### config.mk
export PLATFORM = sky130hd
export DESIGN_NAME = vga_scanout_flat
export DESIGN_NICKNAME = d
export VERILOG_FILES = /design/src/rtl/vga_scanout_if.sv /design/src/rtl/vga_scanout.sv /design/src/flat_wrapper.sv
export SDC_FILE = /design/constraint.sdc
export NUM_CORES = 1
export LEC_CHECK = 0
export BUFFER_PORTS_ARGS = -buffer_cell sky130_fd_sc_hd__buf_2
export CELL_PAD_IN_SITES_DETAIL_PLACEMENT = 1
export CELL_PAD_IN_SITES_GLOBAL_PLACEMENT = 2
export CORE_AREA = 3 3 97 99
export DETAILED_ROUTE_END_ITERATION = 7
export DIE_AREA = 0 0 100 102
export PLACE_DENSITY = 0.84
export SYNTH_ARGS = -nofsm -noshare
export SYNTH_HDL_FRONTEND = slang
export SYNTH_SLANG_ARGS = --single-unit
### constraint.sdc
create_clock -name CLOCK_50 -period 2.2 [get_ports CLOCK_50]
set_input_delay 0.22 -clock CLOCK_50 [delete_from_list [all_inputs] [get_ports CLOCK_50]]
set_output_delay 0.22 -clock CLOCK_50 [all_outputs]
set_load 0.01 [all_outputs]
### src/rtl/vga_scanout_if.sv
// Framebuffer read port between the scanout block and the synchronous pixel RAM.
//   fb_addr : row-major read address (y*FB_WIDTH + x), driven by the scanout side
//   fb_data : {R,G,B} read data, valid one clock after fb_addr
// master = scanout (address source), slave = RAM (data source).
interface vga_scanout_if #(
    parameter int unsigned ADDR_W = 15
);
    logic [ADDR_W-1:0] fb_addr;
    logic [2:0]        fb_data;

    modport master (output fb_addr, input fb_data);
    modport slave  (input fb_addr, output fb_data);
endinterface

### src/rtl/vga_scanout.sv
// vga_scanout: reads the 3-bit framebuffer back continuously and drives the DE1
// VGA DAC at 640x480@60 Hz from a 50 MHz clock, upscaling each framebuffer pixel
// by 2^SCALE_SHIFT in both directions.
//
// Ports:
//   CLOCK_50    in   system clock, pixel rate is half of it (pix_en strobe)
//   reset       in   asynchronous, active-high
//   fb          if   framebuffer read port (master: fb_addr out, fb_data in)
//   pattern_sel in   only with TEST_PATTERN_EN: 1 selects 8 vertical colour bars
//   VGA_CLK     out  25 MHz pixel clock
//   VGA_HS/VS   out  active-low syncs
//   VGA_BLANK_N out  low during blanking
//   VGA_SYNC_N  out  constant 1
//   VGA_R/G/B   out  8-bit channels, each a replicated framebuffer bit
//   frame_done  out  one-clock pulse as the last visible line ends
//
// Optional feature macro: TEST_PATTERN_EN (adds pattern_sel and the bar generator).
//
// Pipeline: counters -> stage 1 (address + sync/blank flags) -> stage 2 (pins).
// The RAM answers between the two stages, so colour and syncs leave aligned,
// two pixel clocks after the counter value that produced them.
module vga_scanout #(
    parameter int unsigned FB_WIDTH    = 160,
    parameter int unsigned FB_HEIGHT   = 120,
    parameter int unsigned SCALE_SHIFT = 2,
    parameter int unsigned ADDR_W      = 15
) (
    input  logic                CLOCK_50,
    input  logic                reset,
    vga_scanout_if.master       fb,
`ifdef TEST_PATTERN_EN
    input  logic                pattern_sel,
`endif
    output logic                VGA_CLK,
    output logic                VGA_HS,
    output logic                VGA_VS,
    output logic                VGA_BLANK_N,
    output logic                VGA_SYNC_N,
    output logic [7:0]          VGA_R,
    output logic [7:0]          VGA_G,
    output logic [7:0]          VGA_B,
    output logic                frame_done
);

    localparam int unsigned CNT_W    = 10;
    localparam int unsigned H_ACTIVE = FB_WIDTH << SCALE_SHIFT;
    localparam int unsigned V_ACTIVE = FB_HEIGHT << SCALE_SHIFT;

    typedef logic [CNT_W-1:0] cnt_t;

    // Porch/sync widths are those of the 640x480@60 mode, counted from the end of
    // the visible area.
    localparam cnt_t H_ACT    = cnt_t'(H_ACTIVE);
    localparam cnt_t H_SYNC_S = cnt_t'(H_ACTIVE + 16);
    localparam cnt_t H_SYNC_E = cnt_t'(H_ACTIVE + 112);
    localparam cnt_t H_LAST   = cnt_t'(H_ACTIVE + 159);
    localparam cnt_t V_ACT    = cnt_t'(V_ACTIVE);
    localparam cnt_t V_SYNC_S = cnt_t'(V_ACTIVE + 10);
    localparam cnt_t V_SYNC_E = cnt_t'(V_ACTIVE + 12);
    localparam cnt_t V_LAST   = cnt_t'(V_ACTIVE + 44);

    localparam logic [31:0] FB_WIDTH_BITS = 32'(FB_WIDTH);

    // y*FB_WIDTH as a sum of shifted copies of y, one per set bit of the
    // constant; for 160 this is (y<<7)+(y<<5).
    function automatic logic [ADDR_W-1:0] row_base(input logic [ADDR_W-1:0] y);
        logic [ADDR_W-1:0] acc;
        acc = '0;
        for (int i = 0; i < int'(ADDR_W); i++) begin
            if (FB_WIDTH_BITS[i]) acc = acc + (y << i);
        end
        return acc;
    endfunction

    // Pixel-rate strobe and counters
    logic        pix_en_q, vga_clk_q;
    cnt_t        hcnt_q, hcnt_d;
    cnt_t        vcnt_q, vcnt_d;

    // Stage 1
    logic [ADDR_W-1:0] addr_q, addr_d;
    logic        hs1_q, hs1_d;
    logic        vs1_q, vs1_d;
    logic        blank1_q, blank1_d;
`ifdef TEST_PATTERN_EN
    logic        pat_sel1_q;
    logic [2:0]  pat_col1_q;
`endif

    // Stage 2
    logic        hs2_q, vs2_q, blank_n2_q;
    logic [2:0]  col2_q, col2_d;

    cnt_t        fb_x, fb_y;
    logic        visible;

    always_comb begin
        hcnt_d = hcnt_q + cnt_t'(1);
        vcnt_d = vcnt_q;
        if (hcnt_q == H_LAST) begin
            hcnt_d = '0;
            vcnt_d = (vcnt_q == V_LAST) ? '0 : vcnt_q + cnt_t'(1);
        end
    end

    always_comb begin
        fb_x     = hcnt_q >> SCALE_SHIFT;
        fb_y     = vcnt_q >> SCALE_SHIFT;
        visible  = (hcnt_q < H_ACT) && (vcnt_q < V_ACT);
        addr_d   = visible ? row_base(ADDR_W'(fb_y)) + ADDR_W'(fb_x) : '0;
        hs1_d    = !((hcnt_q >= H_SYNC_S) && (hcnt_q < H_SYNC_E));
        vs1_d    = !((vcnt_q >= V_SYNC_S) && (vcnt_q < V_SYNC_E));
        blank1_d = !visible;
    end

    // fb_data is read here, one CLOCK_50 after the RAM registered addr_q.
    always_comb begin
        col2_d = fb.fb_data;
`ifdef TEST_PATTERN_EN
        if (pat_sel1_q) col2_d = pat_col1_q;
`endif
        if (blank1_q) col2_d = '0;
    end

    always_ff @(posedge CLOCK_50 or posedge reset) begin
        if (reset) begin
            pix_en_q   <= 1'b0;
            vga_clk_q  <= 1'b0;
            hcnt_q     <= '0;
            vcnt_q     <= '0;
            addr_q     <= '0;
            hs1_q      <= 1'b1;
            vs1_q      <= 1'b1;
            blank1_q   <= 1'b1;
`ifdef TEST_PATTERN_EN
            pat_sel1_q <= 1'b0;
            pat_col1_q <= '0;
`endif
            hs2_q      <= 1'b1;
            vs2_q      <= 1'b1;
            blank_n2_q <= 1'b0;
            col2_q     <= '0;
        end else begin
            pix_en_q  <= ~pix_en_q;
            vga_clk_q <= pix_en_q;
            if (pix_en_q) begin
                hcnt_q     <= hcnt_d;
                vcnt_q     <= vcnt_d;
                addr_q     <= addr_d;
                hs1_q      <= hs1_d;
                vs1_q      <= vs1_d;
                blank1_q   <= blank1_d;
`ifdef TEST_PATTERN_EN
                pat_sel1_q <= pattern_sel;
                pat_col1_q <= hcnt_q[8:6];
`endif
                hs2_q      <= hs1_q;
                vs2_q      <= vs1_q;
                blank_n2_q <= ~blank1_q;
                col2_q     <= col2_d;
            end
        end
    end

    assign fb.fb_addr  = addr_q;
    assign VGA_CLK     = vga_clk_q;
    assign VGA_HS      = hs2_q;
    assign VGA_VS      = vs2_q;
    assign VGA_BLANK_N = blank_n2_q;
    assign VGA_SYNC_N  = 1'b1;
    assign VGA_R       = {8{col2_q[2]}};
    assign VGA_G       = {8{col2_q[1]}};
    assign VGA_B       = {8{col2_q[0]}};

    // High only during the pix_en cycle in which vcnt steps to the first blank line.
    assign frame_done  = pix_en_q && (hcnt_q == H_LAST) && (vcnt_q == V_ACT - cnt_t'(1));

endmodule

### src/flat_wrapper.sv
// flat-port wrapper written by rule: the top's interface ports become plain ports
module vga_scanout_flat 
#(
    parameter int unsigned FB_WIDTH    = 160,
    parameter int unsigned FB_HEIGHT   = 120,
    parameter int unsigned SCALE_SHIFT = 2,
    parameter int unsigned ADDR_W      = 15
)
  (CLOCK_50, reset, VGA_CLK, VGA_HS, VGA_VS, VGA_BLANK_N, VGA_SYNC_N, VGA_R, VGA_G, VGA_B, frame_done, fb_fb_addr, fb_fb_data);
  vga_scanout_if #(.ADDR_W(ADDR_W)) fb_i ();
  input  logic CLOCK_50;
  input  logic reset;
  output logic VGA_CLK;
  output logic VGA_HS;
  output logic VGA_VS;
  output logic VGA_BLANK_N;
  output logic VGA_SYNC_N;
  output logic [7:0] VGA_R;
  output logic [7:0] VGA_G;
  output logic [7:0] VGA_B;
  output logic frame_done;
  output wire logic [$bits(fb_i.fb_addr)-1:0] fb_fb_addr;
  input wire logic [$bits(fb_i.fb_data)-1:0] fb_fb_data;
  assign fb_fb_addr = fb_i.fb_addr;
  assign fb_i.fb_data = fb_fb_data;
  vga_scanout #(.FB_WIDTH(FB_WIDTH), .FB_HEIGHT(FB_HEIGHT), .SCALE_SHIFT(SCALE_SHIFT), .ADDR_W(ADDR_W)) u_core (.CLOCK_50(CLOCK_50), .reset(reset), .fb(fb_i), .VGA_CLK(VGA_CLK), .VGA_HS(VGA_HS), .VGA_VS(VGA_VS), .VGA_BLANK_N(VGA_BLANK_N), .VGA_SYNC_N(VGA_SYNC_N), .VGA_R(VGA_R), .VGA_G(VGA_G), .VGA_B(VGA_B), .frame_done(frame_done));
endmodule
# Yosys cells after proc, flatten, opt, wreduce, memory -nomap -nowiden
# Index checks and enable logic that the tools add are counted.
[classes]
add_sub_neg = 4
magnitude_cmp = 6
eq_ne = 3
muxes = 4
n_bitwise = 2
n_reduce_logical = 9
[op_table]
columns = ["operator", "n"]
rows = [
  ["$add 10x1->10 const B", 2],
  ["$eq 10x10->1 const B", 2],
  ["$lt 10x10->1 const B", 2],
  ["$lt 10x9->1 const B", 2],
  ["$mux 10", 2],
  ["$add 13x15->15", 1],
  ["$add 15x8->15", 1],
  ["$mux 15", 1],
  ["$eq 10x9->1 const B", 1],
  ["$ge 10x10->1 const B", 1],
  ["$ge 10x9->1 const B", 1],
  ["$logic_and 1x1->1", 5],
  ["$logic_not 1->1", 3],
  ["$mux 3", 1],
  ["$not 1->1", 2],
  ["$reduce_and 2->1", 1],
]
[totals]
regBits = 46
input_bits = 5
out_inout_bits = 45

# Depth between registers and ports, before layout
# Gate-level depths: netlist (run 1).
[logic_depth]
ltp_word = 3
ltp_mapped = 8

# Worst setup path before layout (run 1)
# Ideal clock, no wire load.
[synth_timing]
path_type = "reg2reg"
start = "register u_core.vcnt_q[2]"
end = "register u_core.addr_q[13], in the netlist u_core.fb.fb_addr[13]"
arrival_time_ps = 2109
t_required_ps = 2078
path_slack_ps = -31
stages_incl_launch_ff = 9
period_less_slack_ps = 2231
path_cell_list = "dfrtp_1 inv_1 fa_1 inv_1 ha_1 nand3_1 a211oi_1 or3_1 a32o_1"
[synth_via]
elab_chain_cells = 3
[synth_lines]
columns = ["item", "line", "rtl"]
rows = [
  ["start, declared", "vga_scanout.sv:78", "cnt_t vcnt_q, vcnt_d;"],
  ["start signal, assigned", "vga_scanout.sv:148", "vcnt_q <= vcnt_d;"],
  ["$add 13x15->15 or $lt 10x9->1 (tied branches)", "vga_scanout.sv:70, vga_scanout.sv:109", ""],
  ["$add 15x8->15 or $logic_and 1x1->1 (tied branches)", "vga_scanout.sv:110, vga_scanout.sv:109", ""],
  ["$mux 15 *", "vga_scanout.sv:110", "addr_d = visible ? row_base(ADDR_W'(fb_y)) + ADDR_W'(fb_x) : '0;"],
  ["end signal, assigned", "vga_scanout.sv:149", "addr_q <= addr_d;"],
  ["end, declared", "vga_scanout.sv:81", "logic [ADDR_W-1:0] addr_q, addr_d;"],
]
# Mark *: on every way between the ends. The rest lies on a longest branch, timed or not.
# A chain may end at the register's enable or synchronous reset.

# Final worst setup path (run 1)
# Ends and elaborated chain as after synthesis.

==> impl_metrics.csv, run 1 <==
group,metric,value,unit
logic_synthesis,synth-edff-count,0,
worst_setup_path,critical_path_class,"flop to flop",
grt,grt_max_degree,25,
timing,relSlewSlack,0.5486,
worst_setup_path,path_common_cell,"inv_2",
logic_synthesis,synth_area_per_cell,10.75,µm²
clocking,clkSlewWorstSetupHoldPaths,90,ps
clocking,cts_root_buf,"clkbuf_8",
cells_and_area,multi_input_area,1335,µm²
grt,grt_first_pass_wirelength,10660,µm
run_status,violations,"setup timing",
logic_synthesis,synthArstFlopShare,1.000,
grt,gr-total-overflow,0,
placed_design,hpwl,4756,µm
cells_and_area,area_delta_synth_final,19.26,%
power_and_ir_drop,intPower,1.091,mW
drt,via_count,2109,
cells_and_area,antennaDiodeCount,0,
floorplanning,initial_core_util,0.3137,
worst_setup_path,rr_worst_depth,8,
timing,period_needed,2219,ps
power_and_ir_drop,p_leak,1.583,nW
drt,drt_iter0_drc,71,
placed_design,post_dp_cell_area,3012,µm²
drt,top_layer,"met4",
run_status,outcome,"finished with violations",
drt,drc,0,
timing,min_period_over_period,1.009,
floorplanning,rows,34,
timing,finalSetupViolCount,1,
worst_setup_path,reg2reg_slack,-20,ps
clocking,clock-sinks,46,
floorplanning,die_w,100,µm
timing,rsz0062_at_grt,"true",
floorplanning,ios,50,
timing,worst_slew_pin_slew,674.3,ps
power_and_ir_drop,clock_power_share,0.356,
clocking,htreeDepth,2,
worst_setup_path,required,2400,ps
grt,grt_pass1_vias,2071,
placed_design,port_buffers,48,
timing,timing.fmax,450.7,MHz
worst_setup_path,crit_chain,"inv_2 > fa_2 > inv_2 > ha_4 > a21oi_4 > a211oi_2 > or3_1 > a32o_1",
drt,ant_nets,0,
drt,wl_met3,335,µm
worst_setup_path,cp-startpoint,"u_core.vcnt_q[2]$_DFFE_PP0P_",
logic_synthesis,syn_nets,278,
logic_synthesis,synth_area,2709,µm²
worst_setup_path,setup.worst_path.end,"u_core.fb.fb_addr[13]$_DFFE_PP0P_",
worst_setup_path,startpoint_type,"flop",
cells_and_area,layout-drive-gt1-share,0.3947,
drt,totalWireLength,6693,µm
logic_synthesis,ys_ff_latch,46,
drt,viasPerCell,5.119,
worst_hold_path,holdPathStages,2,
drt,wl_met1,2919,µm
worst_setup_path,r2r_end,"u_core.fb.fb_addr[13]$_DFFE_PP0P_",
worst_setup_path,worst-path-max-fanout,2,
power_and_ir_drop,combinationalPowerShare,0.043,
power_and_ir_drop,p_sw,0.3288,mW
grt,grt_usage,0.1311,
worst_hold_path,hold_class,"primary input to flop",
logic_synthesis,yosys_warnings,0,
timing,skew,5.611,ps
cells_and_area,fill_cells,976,
clocking,cts_tree,"yes",
worst_setup_path,cp.arrival,2420,ps
floorplanning,dieArea,10200,µm²
timing,hold_slack,132.1,ps
worst_setup_path,slowest_delay,600,ps
logic_synthesis,ys_types,53,
logic_synthesis,yosysSeqAreaShare,0.4273,
power_and_ir_drop,power_density,439.5,nW/µm²
worst_setup_path,crit_slowest_cell,"fa_2",
drt,dr.pass1.iters,4,
worst_setup_path,r2r-start,"u_core.vcnt_q[2]$_DFFE_PP0P_",
run,maxCapViolCount,0,
power_and_ir_drop,ir_worst_vdd,172.2,µV
cells_and_area,design_area,3231,µm²
drt,wire_per_inst,16.25,µm
timing,setup_ws,-18.96,ps
floorplanning,die_h,102,µm
clocking,ctsLongestPathBuffers,2,
clocking,numCtsBuffers,5,
cells_and_area,fin_nets,329,
timing,maxSlewViolCount,0,
power_and_ir_drop,p_sw_frac,0.2316,
clocking,clock_latency,300,ps
logic_synthesis,ys.flop_type,"dfrtp_1",
placed_design,gp_congestion,0.8100,
grt,antenna_found_initial,0,
logic_synthesis,synth_cells,252,
worst_setup_path,end_kind,"flop",
cells_and_area,seqCellArea,1157,µm²
timing,hold_viol,0,
drt,wl_met2,3360,µm
power_and_ir_drop,seqPwrFrac,0.600,
floorplanning,core-area,8636,µm²
## metal layers
layer | up-vias | global-route usage
met5 | - | 0
met2 | 55 | 0.2252
met1 | 1073 | 0.1728
li1 | 975 | -
met3 | 6 | 0.01911
met4 | 0 | 0.03731
## flip-flops by register name (all words and copies together), names as in the netlist
name,cells
u_core.hs1_q,1
u_core.VGA_CLK,1
u_core.VGA_HS,1
u_core.VGA_BLANK_N,1
u_core.vs1_q,1
u_core.col2_q,3
u_core.VGA_VS,1
u_core.blank1_q,1
u_core.hcnt_q,10
u_core.vcnt_q,10
u_core.fb.fb_addr,15
u_core.pix_en_q,1
## cells by family after synthesis
group	share of synthesized area
AND/OR/NAND/NOR	0.1654
AO/OA/AOI/OAI	0.1307
buffers and inverters	0.1099
flip-flops	0.4273
adder cells (fa/ha/maj)	0.1025
XOR/XNOR	0.05451
multiplexers	0.008313
other	0.001384
## power groups by stage
stage	clock network (mW)	registers [mW]	logic [mW]
6_report	0.506	0.852	0.0616
5_1_grt	0.556	0.854	0.0686
4_1_cts	0.532	0.853	0.0639
3_5_place_dp	0	0.869	0.0624
3_3_place_gp	0	0.869	0.0621
2_1_floorplan	0	0.871	0.0550
## synth_stat cells (2+ instances only)
cell | instances | area [µm²]
xnor2_1 | 13 | 113.9
a22o_1 | 14 | 122.6
o21ai_0 | 10 | 50.05
buf_4 | 27 | 202.7
o2111ai_1 | 2 | 17.52
nand4b_1 | 2 | 17.52
inv_1 | 16 | 60.06
dfrtp_1 | 41 | 1026
nor2_4 | 2 | 22.52
nand2_1 | 9 | 33.78
mux2_2 | 2 | 22.52
and3_1 | 4 | 25.02
o21ai_1 | 2 | 10.01
or3_1 | 4 | 25.02
o211ai_1 | 2 | 15.01
fa_1 | 2 | 40.04
nand3_1 | 8 | 40.04
xor2_1 | 2 | 17.52
a211oi_1 | 2 | 15.01
dfstp_2 | 5 | 131.4
a21o_1 | 2 | 15.01
nor2_1 | 11 | 41.29
or2_2 | 2 | 12.51
nor3_1 | 2 | 10.01
clkbuf_1 | 2 | 7.510
nand4_1 | 8 | 50.05
and4_1 | 4 | 35.03
ha_1 | 19 | 237.7
o21a_1 | 3 | 22.52
a21oi_1 | 7 | 35.03
## placed cells by master, fill, tap and decap left out, types with 8 or more instances in the layout
cell and instances:
o21ai_0 9, buf_4 28, dfrtp_1 41, xnor2_1 13, buf_2 48, nand2_1 8, nand4_1 8, inv_1 11
nor2_1 11, ha_1 16, a22o_1 14
## worst max-delay path, delay by kind of cell, from the launching register on
kind                     cells  cell delay [ps]
adder cells (fa/ha/maj)      2              760
AO/OA/AOI/OAI                3              490
flip-flops                   1              380
AND/OR/NAND/NOR              1              360
buffers and inverters        2              110
## per-stage QoR
stage               power (mW)    util  std cells  TNS [ps]  setup WS (ps)
floorplan               0.9261       -        252         0          6.045
global placement        0.9310  0.3487        397         0          28.32
detailed placement      0.9317  0.3487        397    -67.06         -41.91
CTS                      1.449  0.3608        406    -30.17         -30.17
global route             1.479  0.3741        412    -194.0         -97.97
finish                   1.420  0.3741        412    -18.96         -18.96
## final cells by class
cell class                      count  share of cell area
Timing Repair Buffer               77              0.1425
Tap cell                          108             0.04183
Inverter                           16             0.01859
Multi-Input combinational cell    157              0.4132
Clock buffer                        6             0.02246
Sequential cell                    46              0.3582
Clock inverter                      2            0.003098
## repair_timing
item | CTS | global route
resized for setup | 3 | 19
gates cloned | 0 | 0
endpoints found under the setup margin | 3 | 7
setup buffers | 0 | 6
hold endpoints to repair | 5 | 0
hold buffers | 1 | 0
pin swaps | 2 | 13
## worst min path at each step
stage / from / slack (ps) / endpoint
detailed placement: reset / 110 / u_core.VGA_CLK$_DFF_PP0_
global route: fb_fb_data[2] / 140 / u_core.col2_q[2]$_DFFE_PP0P_
global placement: reset / 110 / u_core.VGA_CLK$_DFF_PP0_
floorplan: fb_fb_data[2] / 350 / u_core.col2_q[2]$_DFFE_PP0P_
CTS: fb_fb_data[2] / 120 / u_core.col2_q[2]$_DFFE_PP0P_
finish: fb_fb_data[2] / 130 / u_core.col2_q[2]$_DFFE_PP0P_
No activity file was read; power rests on OpenSTA's default activity.
==> run 2: changes to the inputs <==
HOLD_SLACK_MARGIN = 0.15   (was unset)
PLACE_DENSITY = unset   (was 0.84)
PLACE_DENSITY_LB_ADDON = 0.1   (was unset)
==> run 2 against run 1 <==
Net effect: highest routed layer unchanged; sequential power hardly changed; maximum frequency is 2.4% higher; sequential cell count stayed put; setup slack better by 52 ps; the run now ends clean; worst hold slack better by 350 ps; via count is 2.7% lower; final area hardly changed; global-route usage is 0.61 points higher; first-iteration DRC count is 62% lower; wire length is 3.0% higher.
==> impl_metrics.csv, run 2 (synthesized netlist as in run 1, its figures left out) <==
group,metric,value,unit
worst_setup_path,r2r_end,"u_core.fb.fb_addr[13]$_DFFE_PP0P_",
placed_design,hpwl,4855,µm
worst_setup_path,reg2reg_slack,30,ps
grt,grt_usage,0.1371,
power_and_ir_drop,combinationalPowerShare,0.044,
worst_setup_path,crit_slowest_cell,"fa_1",
drt,drt_iter0_drc,27,
clocking,htreeDepth,2,
cells_and_area,layout_commonest_cell,"buf_2",
worst_setup_path,critical_path_class,"flop to flop",
placed_design,place_ws,-78.45,ps
floorplanning,die_w,100,µm
power_and_ir_drop,p_sw,0.3644,mW
worst_setup_path,worst-path-max-fanout,2,
cells_and_area,layout-drive-gt1-share,0.3713,
drt,via_count,2053,
cells_and_area,fin_nets,332,
cells_and_area,multi_input_area,1296,µm²
worst_setup_path,crit_chain,"inv_2 > fa_1 > inv_1 > ha_2 > a21oi_2 > a211oi_2 > or3_1 > a32o_1",
power_and_ir_drop,p_sw_frac,0.2493,
clocking,cts_root_buf,"clkbuf_8",
worst_hold_path,hold_class,"flop to flop",
timing,hold_viol,0,
power_and_ir_drop,power_density,452.6,nW/µm²
worst_hold_path,holdPathEnd,"u_core.VGA_BLANK_N$_DFFE_PP0P_",
worst_setup_path,rr_worst_depth,8,
floorplanning,ios,50,
grt,grt_max_degree,47,
cells_and_area,fin_cells,415,
run,maxCapViolCount,0,
worst_setup_path,slowest_delay,560,ps
placed_design,gp_congestion,0.7492,
cells_and_area,area_delta_synth_final,19.21,%
power_and_ir_drop,intPower,1.097,mW
worst_setup_path,end_kind,"flop",
placed_design,port_buffers,48,
timing,rsz0062_at_grt,"true",
timing,skew,8.143,ps
placed_design,dp.cells,397,
floorplanning,dieArea,10200,µm²
cells_and_area,final_cell_mix,"buf_2 (48), dfrtp_1 (41), buf_4 (28)",
clocking,ctsLongestPathBuffers,2,
clocking,cts_tree,"yes",
timing,min_period_over_period,0.9850,
timing,maxSlewViolCount,0,
drt,viasPerCell,4.947,
run_status,outcome,"finished clean",
worst_setup_path,r2r-start,"u_core.hcnt_q[9]$_DFFE_PP0P_",
drt,totalWireLength,6892,µm
worst_setup_path,required,2400,ps
timing,finalSetupViolCount,0,
floorplanning,rows,34,
cells_and_area,largest_register_ffs,15,
worst_setup_path,cp.arrival,2360,ps
timing,setup_ws,32.95,ps
grt,grt_first_pass_wirelength,11190,µm
worst_hold_path,holdPathStages,1,
cells_and_area,antennaDiodeCount,0,
clocking,clkSlewWorstSetupHoldPaths,100,ps
timing,hold_slack,483.5,ps
grt,gr-total-overflow,0,
timing,relSlewSlack,0.5965,
power_and_ir_drop,ir_worst_vdd,275.4,µV
worst_hold_path,min-delay-start,"u_core.VGA_BLANK_N$_DFFE_PP0P_",
grt,antenna_found_initial,0,
clocking,numCtsBuffers,5,
floorplanning,initial_core_util,0.3137,
floorplanning,die_h,102,µm
worst_setup_path,startpoint_type,"flop",
clocking,clock_latency,300,ps
power_and_ir_drop,p_leak,1.584,nW
timing,period_needed,2167,ps
timing,worst_slew_pin_slew,605.3,ps
cells_and_area,fill_cells,1009,
grt,grt_pass1_vias,2117,
drt,ant_nets,0,
placed_design,post_dp_cell_area,3012,µm²
clocking,clock-sinks,46,
timing,timing.fmax,461.5,MHz
floorplanning,core-area,8636,µm²
power_and_ir_drop,seqPwrFrac,0.584,
drt,drc,0,
drt,wire_per_inst,16.61,µm
cells_and_area,seqCellArea,1157,µm²
cells_and_area,design_area,3229,µm²
power_and_ir_drop,clock_power_share,0.372,
drt,dr.pass1.iters,4,
[run 2: cell types whose count changed in the layout (fill, tap and decap cells not counted), sizes merged]
cell and delta:
clkinvlp +1, dlygate4sd3 +3, clkbuf -1
[run 2: cell type report]
cell class	instances	area share
tap	108	0.04184
inverter	16	0.01860
timing repair buffer	80	0.1519
clock buffer	5	0.02131
clock inverter	3	0.006587
sequential	46	0.3584
multi-input combinational	157	0.4014
[run 2: repair_timing]
action                     CTS  global route
gates cloned                 0             0
hold buffers                 4             0
pin swaps                    2             9
setup endpoints to repair    5             5
hold endpoints to repair    44             0
resized for setup            2            11
buffers inserted             1             5
[run 2: critical path: cells and delay by family (launching register included)]
kind            cells  cell delay [ps]
fa+ha+maj           2              740
buf+inv             2              100
flops               1              380
simple gates        1              350
compound gates      3              500
[run 2: metal layers]
metal / GRT usage / up-vias / routed length (µm)
met1: 0.1833 / 1037 / 3259
met4: 0.02798 / 0 / 23
li1: - / 985 / -
met2: 0.2340 / 29 / 3401
met5: 0 / - / 0
met3: 0.02526 / 2 / 208
[run 2: worst max-delay path by stage]
stage	startpoint	end	slack, ps	cells past startpoint
floorplan	u_core.vcnt_q[4]$_DFFE_PP0P_	u_core.fb.fb_addr[13]$_DFFE_PP0P_	6	8
global placement	u_core.hcnt_q[9]$_DFFE_PP0P_	u_core.fb.fb_addr[13]$_DFFE_PP0P_	-20	8
finish	u_core.hcnt_q[9]$_DFFE_PP0P_	u_core.fb.fb_addr[13]$_DFFE_PP0P_	30	8
global route	u_core.hcnt_q[9]$_DFFE_PP0P_	u_core.fb.fb_addr[13]$_DFFE_PP0P_	-50	8
CTS	u_core.vcnt_q[2]$_DFFE_PP0P_	u_core.fb.fb_addr[12]$_DFFE_PP0P_	-40	7
detailed placement	u_core.hcnt_q[9]$_DFFE_PP0P_	u_core.fb.fb_addr[13]$_DFFE_PP0P_	-80	8
[run 2: power by group through the flow]
stage          sequential (mW)  combinational, mW  clock, mW
2_1_floorplan            0.871             0.0550          0
5_1_grt                  0.855             0.0720      0.595
6_report                 0.853             0.0647      0.544
4_1_cts                  0.853             0.0676      0.571
3_3_place_gp             0.869             0.0622          0
3_5_place_dp             0.870             0.0620          0
[run 2: stage by stage]
stage	total power, mW	setup TNS (ps)	utilization
after detailed placement	0.9317	-174.6	0.3487
after global routing	1.521	-149.9	0.3740
after floorplan	0.9261	0	-
after CTS	1.492	-101.1	0.3654
after global placement	0.9313	-22.09	0.3487
final	1.462	0	0.3740
==> run 3: changes to the inputs <==
BUFFER_PORTS_ARGS = unset   (was -buffer_cell sky130_fd_sc_hd__buf_2)
CORE_AREA = 3 3 91 93   (was 3 3 97 99)
DIE_AREA = 0 0 94 96   (was 0 0 100 102)
DONT_BUFFER_PORTS = 1   (was unset)
==> run 3 against run 2 <==
Net effect: the run now ends with setup timing left; count of clock-buffer cells in the layout unchanged; via count decreased by 9.0%; setup slack got worse by 80 ps; non-clock buffer count decreased by 47; sequential share of layout area increased by 2.3 points; sequential power increased by 2%; largest cell class unchanged; largest power group unchanged; highest routed layer unchanged.
==> impl_metrics.csv, run 3 (synthesized netlist as in run 1, its figures left out) <==
group,metric,value,unit
clocking,numCtsBuffers,5,
power_and_ir_drop,ir_worst_vdd,222.3,µV
placed_design,gp_congestion,0.8053,
floorplanning,die_h,96,µm
placed_design,port_buffers,0,
timing,timing.fmax,445.0,MHz
timing,hold_slack,498.8,ps
grt,gr-total-overflow,0,
worst_setup_path,cp_num_buf_inv,2,
cells_and_area,area_delta_synth_final,12.29,%
drt,dr.pass1.iters,2,
timing,finalSetupViolCount,1,
worst_setup_path,crit_chain,"inv_2 > fa_1 > inv_1 > ha_2 > a21oi_2 > a211oi_2 > or3_1 > a32o_1",
grt,grt_usage,0.1521,
timing,setup_ws,-47.04,ps
cells_and_area,antennaDiodeCount,0,
worst_setup_path,required,2400,ps
floorplanning,die_w,94,µm
power_and_ir_drop,p_leak,1.378,nW
clocking,clock_latency,310,ps
timing,relSlewSlack,0.3380,
run,maxCapViolCount,0,
floorplanning,rows,32,
timing,finalSetupTns,-47.04,ps
timing,hold_viol,0,
drt,drt_iter0_drc,41,
drt,wire_per_inst,17.61,µm
power_and_ir_drop,power_density,472.5,nW/µm²
worst_hold_path,hold_class,"flop to flop",
clocking,ctsLongestPathBuffers,2,
grt,grt_first_pass_wirelength,10680,µm
placed_design,place_ws,-37.95,ps
grt,grt_max_degree,47,
floorplanning,ios,50,
clocking,cts_tree,"yes",
placed_design,hpwl,4551,µm
worst_setup_path,crit_family,"adder cells",
timing,period_needed,2247,ps
worst_setup_path,end_kind,"flop",
run_status,violations,"setup timing",
cells_and_area,largest_register_ffs,15,
drt,totalWireLength,6374,µm
worst_setup_path,worst-path-max-fanout,2,
cells_and_area,fin_nets,285,
worst_setup_path,cp.arrival,2450,ps
drt,via_count,1868,
worst_setup_path,crit_slowest_cell,"fa_1",
timing,skew,10.68,ps
timing,maxSlewViolCount,0,
clocking,htreeDepth,2,
floorplanning,initial_core_util,0.3561,
floorplanning,dieArea,9024,µm²
timing,rsz0062_at_grt,"true",
run_status,outcome,"finished with violations",
drt,drc,0,
drt,ant_nets,0,
placed_design,post_dp_cell_area,2764,µm²
clocking,cts_root_buf,"clkbuf_8",
worst_setup_path,critical_path_class,"flop to flop",
power_and_ir_drop,power,1.437,mW
cells_and_area,final_cell_mix,"dfrtp_1 (38), buf_4 (29), a22o_1 (14), ha_1 (14)",
cells_and_area,layout-drive-gt1-share,0.2885,
clocking,clkSlewWorstSetupHoldPaths,100,ps
worst_setup_path,slowest_delay,580,ps
floorplanning,core-area,7607,µm²
grt,grt_pass1_vias,2033,
timing,min_period_over_period,1.021,
worst_setup_path,startpoint_type,"flop",
drt,viasPerCell,5.160,
cells_and_area,design_area,3042,µm²
cells_and_area,layout_commonest_cell,"dfrtp_1",
grt,antenna_found_initial,0,
timing,worst_slew_pin_slew,991.5,ps
clocking,clock-sinks,46,
==> run 3: changes by cell type in the layout (fill, tap and decap cells not counted), sizes merged <==
cell,previous run,this run
buf,76,29
==> run 3: cell type report <==
cell class	instances	area, µm²
clock inverters	3	21.27
fillers	840	4566
flip-flops and latches	46	1161
inverters	16	60.06
clock buffers	5	68.82
repair buffers	33	257.7
multi-input cells	157	1345
well taps	102	127.6
==> run 3: report_power, final <==
group / leakage, nW / internal (mW) / switching (mW)
registers: 0.585 / 0.848 / 0.0190
clock network: 0.0441 / 0.224 / 0.321
logic: 0.749 / 0.00675 / 0.0192
total: 1.38 / 1.08 / 0.359
==> run 3: repair_timing <==
| item | CTS | global route |
|---|---|---|
| buffers inserted | 0 | 7 |
| gates resized for setup | 4 | 17 |
| hold endpoints to repair | 44 | 0 |
| hold buffers | 4 | 0 |
| setup endpoints to repair | 5 | 5 |
| pin swaps | 2 | 12 |
==> run 3: path summary, 6_finish.rpt <==
check,from,to,slack (ps),cells past startpoint
max,u_core.hcnt_q[9]$_DFFE_PP0P_,u_core.fb.fb_addr[13]$_DFFE_PP0P_,-50,8
min,u_core.blank1_q$_DFFE_PP1P_,u_core.blank1_q$_DFFE_PP1P_,500,2
max reg2reg,u_core.hcnt_q[9]$_DFFE_PP0P_,u_core.fb.fb_addr[13]$_DFFE_PP0P_,-50,8
min reg2reg,u_core.blank1_q$_DFFE_PP1P_,u_core.blank1_q$_DFFE_PP1P_,500,2
max in group asynchronous,reset,u_core.vcnt_q[3]$_DFFE_PP0P_,920,2
min in group asynchronous,reset,u_core.fb.fb_addr[10]$_DFFE_PP0P_,600,2
==> run 3: metrics by stage <==
step	cells	util
3_5_place_dp	343	0.3633
2_1_floorplan	252	-
6_report	362	0.3998
3_3_place_gp	343	0.3633
5_1_grt	362	0.3998
4_1_cts	355	0.3819
==> run 3: worst min-delay path, delay by kind of cell, from the launching register on <==
family / cells / cell delay [ps]
and+or+nand+nor: 2 / 130
DFF: 1 / 380
==> run 3: routing by layer <==
metal	wire length (µm)	share of wire	GRT usage	vias up
met4	70	0.011	0.03851	0
met5	0	0	0	-
met2	3115	0.49	0.2555	31
met1	2963	0.46	0.1995	935
li1	-	-	-	894
met3	224	0.035	0.03362	8
